### src/rtl/spi_master_ctrl.sv
// SPI mode-0 master with eight one-hot chip selects and a MISO selector.
// One byte per transfer, MSB first out; the first received bit lands in rx bit 7.
// The frame is SETUP (CLK_DIV cycles), TRANSFER (8 SCLK periods),
// HOLD (CLK_DIV cycles), then a single-cycle DONE.
module spi_master_ctrl #(
    parameter int CLK_DIV = 2
) (
    input  logic       clk,
    input  logic       rst,
    input  logic       start,
    input  logic [2:0] slave_sel,
    input  logic [7:0] tx_data,
    input  logic       miso_in,
    output logic [2:0] miso_sel,
    output logic [7:0] cs_n,
    output logic       sclk,
    output logic       mosi,
    output logic [7:0] rx_data,
    output logic       busy,
    output logic       done
);

    typedef enum logic [2:0] {
        IDLE     = 3'd0,
        SETUP    = 3'd1,
        TRANSFER = 3'd2,
        HOLD     = 3'd3,
        DONE     = 3'd4
    } state_t;

    localparam logic [7:0] DIV_LAST = 8'(CLK_DIV - 1);

    state_t     state_reg;
    state_t     state_next;
    logic [7:0] div_cnt_reg;
    logic [2:0] bit_cnt_reg;
    logic       bit_last_reg;   // set at the 8th falling SCLK edge
    logic       phase_reg;      // 0 = SCLK high half, 1 = SCLK low half
    logic [7:0] tx_shift_reg;
    logic [7:0] rx_shift_reg;
    logic [7:0] rx_data_reg;
    logic [2:0] sel_reg;
    logic       mosi_reg;

    logic div_last;
    logic accept;
    logic rise_tick;
    logic fall_tick;

    assign div_last  = (div_cnt_reg == DIV_LAST);
    assign accept    = (state_reg == IDLE) && start;
    // SCLK falls at the end of each high half-period.
    assign fall_tick = (state_reg == TRANSFER) && !phase_reg && div_last;
    // SCLK rises at the end of SETUP and at the end of every low half except the last.
    assign rise_tick = ((state_reg == SETUP) && div_last) ||
                       ((state_reg == TRANSFER) && phase_reg && div_last && !bit_last_reg);

    // State register
    always_ff @(posedge clk) begin
        if (rst) begin
            state_reg <= IDLE;
        end else begin
            state_reg <= state_next;
        end
    end

    // Next-state logic
    always_comb begin
        state_next = state_reg;
        case (state_reg)
            IDLE:     if (start) state_next = SETUP;
            SETUP:    if (div_last) state_next = TRANSFER;
            TRANSFER: if (phase_reg && div_last && bit_last_reg) state_next = HOLD;
            HOLD:     if (div_last) state_next = DONE;
            DONE:     state_next = IDLE;
            default:  state_next = IDLE;
        endcase
    end

    // Output decode from state and datapath registers
    always_comb begin
        busy     = (state_reg != IDLE);
        done     = (state_reg == DONE);
        sclk     = (state_reg == TRANSFER) && !phase_reg;
        cs_n     = 8'hFF;
        if (state_reg == SETUP || state_reg == TRANSFER || state_reg == HOLD) begin
            cs_n = ~(8'b1 << sel_reg);
        end
        mosi     = mosi_reg;
        miso_sel = sel_reg;
        rx_data  = rx_data_reg;
    end

    // Divider, bit counter and shift registers
    always_ff @(posedge clk) begin
        if (rst) begin
            div_cnt_reg  <= 8'd0;
            bit_cnt_reg  <= 3'd0;
            bit_last_reg <= 1'b0;
            phase_reg    <= 1'b0;
            tx_shift_reg <= 8'h00;
            rx_shift_reg <= 8'h00;
            rx_data_reg  <= 8'h00;
            sel_reg      <= 3'd0;
            mosi_reg     <= 1'b0;
        end else begin
            if (state_reg == IDLE || div_last) begin
                div_cnt_reg <= 8'd0;
            end else begin
                div_cnt_reg <= div_cnt_reg + 8'd1;
            end

            if (accept) begin
                phase_reg    <= 1'b0;
                bit_cnt_reg  <= 3'd0;
                bit_last_reg <= 1'b0;
                tx_shift_reg <= tx_data;
                mosi_reg     <= tx_data[7];
                sel_reg      <= slave_sel;
            end else begin
                if (state_reg == TRANSFER && div_last) begin
                    phase_reg <= ~phase_reg;
                end
                if (fall_tick) begin
                    bit_cnt_reg <= bit_cnt_reg + 3'd1;
                    if (bit_cnt_reg == 3'd7) begin
                        bit_last_reg <= 1'b1;
                    end else begin
                        // Falling edges 1-7 present the next lower bit; the 8th leaves mosi alone.
                        tx_shift_reg <= {tx_shift_reg[6:0], 1'b0};
                        mosi_reg     <= tx_shift_reg[6];
                    end
                end
            end

            if (rise_tick) begin
                rx_shift_reg <= {rx_shift_reg[6:0], miso_in};
            end

            // Publish the received byte only when the frame completes.
            if (state_reg == HOLD && div_last) begin
                rx_data_reg <= rx_shift_reg;
            end
        end
    end

endmodule

### config.mk
export PLATFORM = sky130hd
export DESIGN_NAME = spi_master_ctrl
export DESIGN_NICKNAME = d
export VERILOG_FILES = /design/src/rtl/spi_master_ctrl.sv
export SDC_FILE = /design/constraint.sdc
export NUM_CORES = 1
export LEC_CHECK = 0
export CAP_MARGIN = 30
export CELL_PAD_IN_SITES_DETAIL_PLACEMENT = 2
export CELL_PAD_IN_SITES_GLOBAL_PLACEMENT = 2
export CORE_MARGIN = 8
export CORE_UTILIZATION = 32
export CTS_BUF_LIST = sky130_fd_sc_hd__clkbuf_2 sky130_fd_sc_hd__clkbuf_4 sky130_fd_sc_hd__clkbuf_8
export DETAILED_ROUTE_END_ITERATION = 6
export PLACE_DENSITY_LB_ADDON = 0.25
export SETUP_SLACK_MARGIN = 0.05
export SYNTH_ARGS = -nofsm -noshare
export SYNTH_HDL_FRONTEND = slang
export SYNTH_SLANG_ARGS = --single-unit
### constraint.sdc
create_clock -name clk -period 2 [get_ports clk]
set_clock_uncertainty 0.05 [all_clocks]
set_input_delay 0.4 -clock clk [delete_from_list [all_inputs] [get_ports clk]]
set_output_delay 0.4 -clock clk [all_outputs]
set_load 0.03 [all_outputs]
==> metrics <==
status=completed; wire length of the first global-routing pass=~8500 um; die boundary height=92.9 um; final routed wire length divided by cell count=~16 um; final antenna-violating net count=0; transition time at the pin with the least slew margin=between 400 and 500 ps; highest-count cells in the layout ignoring fill and taps=dfxtp_1, nor2_1, mux2i_1, clkdlybuf4s50_1, nand2_1; Max clock buf depth=2; final-layout worst hold slack=421 ps; H-tree lvl count=2; syn nets=about 220; Max transition margin=just under 70%; leakage=around 1.1 nW; PnR Total Power=slightly below 2 mW; filler cell count in the final layout=~660; register cell area after layout=around 860 um^2; Die X=92.9 um; setup TNS=0 ps; TritonCTS Buffers=5; commonest non-fill, non-tap cell in the layout=dfxtp_1; Post-Syn Instances=200; Final Critical Period=between 1500 and 2000 ps; post-placement cell count=310; count of maximum capacitance violations=0; total global routing track utilization=around an eighth; ratio of routed vias to standard cells=a little under 5; Hold Vio Cnt, Final=0; fraction of met2 tracks used by global routing=between 20% and 30%; root buffer cell=clkbuf_8; Cell Count, Final, Fillers Out=roughly 320; post-route cell area=approximately 0.0025 mm^2; TritonCTS clock tree=built; peak per-stage delay on the critical path=370 ps; number of storage elements in the synthesis netlist=43; Critical Path, Cell by Cell=nor2_1 -> nor3_2 -> nand3_1 -> dlygate4sd2_1; Worst Setup Path Type=register to output pin; peak-usage layer in the global routing report=met2; Slew Limit Fails=0; number of antenna violations at the first check in global routing=0; CP Data Arrival Time=between 1000 and 1500 ps; number of DRC violations after detailed-routing iteration 0=44; utilization after layout=between 40% and 50%; number of detailed-route iterations in the first pass=3; fmax=about 530 MHz; clk sink count=43; Top delay family on crit path=simple AND/OR/NAND/NOR gates; Setup violations, final=0; slowest stage cell, crit path=dlygate4sd2_1; Ports=38; area of the mapped netlist=between 0.0015 and 0.002 mm^2; portion of synthesized cell area occupied by the leading cell type=between 40% and 50%; combined buffer and inverter count along the critical path=1; period utilisation layout=a little over nine tenths; detailed-route wire length=5250 um; Hold/Removal Path Class=register to register; Final Wtd Congestion=roughly 0.75; worst skew pair latency=300 ps; Layout area overhead=32.2%; Area contributors post-synth=dfxtp_1, mux2i_1, nor2_1; largest vdd supply drop=just under 0.5 mV; dpl cell area=between 0.002 and 0.0025 mm^2; met3 Resource Use GR=roughly 4.0%; total global routing overflow=0; number of rows created at floorplan=28; vias in the first global route=1,724; global-route track usage on met1=about an eighth; detailed-route DRC error count=0; clock transition at the registers of the reported paths=approximately 80 ps; Worst Path Required=between 1500 and 2000 ps; routed via count=between 1,500 and 2,000; RSZ-0062 raised after global routing=yes; area of combinational cells with multiple inputs=about 0.001 mm^2; diode count=0; Netlist cell types=30; cell area power density=770 mW/mm^2; average instance area after synthesis=between 9 and 10 um^2; pre-CTS worst setup slack=between 20 and 25 ps; most area-hungry cell type in the Yosys netlist=dfxtp_1; yosys synthesis warning count=0; Port Buffer Count=37; fin nets=262; critical path peak fanout=4; post-synthesis sequential area ratio=around 45%; Critical Path Sink Type=output pin; initial cell density of the core=32.6%; least setup slack across all paths after layout=116 ps; pin count of the biggest net entering global routing=34; detailed placer's ending HPWL=about 3700 um; Die Footprint=about 0.0086 mm^2; Startpoint Class=register; core area=a little under 0.006 mm^2; layout cell share with drive strength beyond 1=between 10% and 20%
==> area by class of cell <==
class                   instances  share of cell area (%)
repair buffers                 47                    16.7
flip-flops and latches         43                    34.4
clock buffers                   6                    3.30
multi-input cells             143                    40.0
well taps                      75                    3.75
inverters                       3                   0.450
clock inverters                 2                    1.40
==> power by group <==
part | leakage, nW | internal, mW | total (mW) | switching [mW]
registers | 0.349 | 0.889 | 0.914 | 0.0253
logic | 0.709 | 0.126 | 0.309 | 0.183
clock network | 0.0612 | 0.404 | 0.706 | 0.302
==> worst paths after layout <==
path | startpoint | to | slack, ps | depth (start not counted)
worst min register to register | tx_shift_reg[0]$_SDFFE_PP0P_ | tx_shift_reg[0]$_SDFFE_PP0P_ | 420 | 2
worst max-delay path | state_reg[1]$_SDFFE_PP0P_ | cs_n[3] | 120 | 4
worst max register to register | state_reg[0]$_SDFFE_PP0P_ | tx_shift_reg[1]$_SDFFE_PP0P_ | 150 | 6
worst min-delay path | tx_shift_reg[0]$_SDFFE_PP0P_ | tx_shift_reg[0]$_SDFFE_PP0P_ | 420 | 2
==> cell usage after synthesis (all sizes together) <==
master,instances
a21oi,4
a211oi,7
nor3,10
inv,3
nand2,16
xor2,8
dfxtp,43
nand3,11
or3,1
a21boi,1
o2111ai,1
nor4bb,1
ha,4
buf,7
nor2,35
nand4,1
nor4b,2
clkbuf,4
and2,2
nand4b,1
a31oi,1
o22ai,1
mux2i,26
nor2b,4
or4,1
and3,2
xnor2,1
nor3b,2
==> cells by family (layout without fill, tap and decap cells) <==
group | Yosys count | count (layout) | synth area share (%)
AO/OA/AOI/OAI | 15 | 15 | 6.28
XOR/XNOR | 9 | 9 | 4.16
buffers and inverters | 14 | 58 | 3.24
adder cells (fa/ha/maj) | 4 | 4 | 2.64
multiplexers | 26 | 26 | 13.7
flip-flops | 43 | 43 | 45.4
AND/OR/NAND/NOR | 89 | 89 | 24.5
==> per-layer routing <==
metal / wire length [um] / vias to the layer above
li1: - / 772
met1: 2290 / 753
met2: 2720 / 22
met3: 173 / 6
met4: 64 / 0
met5: 0 / -
==> worst min-delay path, cell delays in order, from the launching register on <==
cell	delay (ps)
dfxtp_1	320
nand3_1	60
a21oi_1	50
==> what timing repair did <==
item | 4_1_cts | 5_1_grt
buffers inserted | 0 | 1
resized for setup | 13 | 9
hold buffers | 0 | 0
pin swaps | 0 | 1
endpoints found under the hold margin | 0 | 0
endpoints found under the setup margin | 10 | 11
Power figures use the tool's default switching activity.
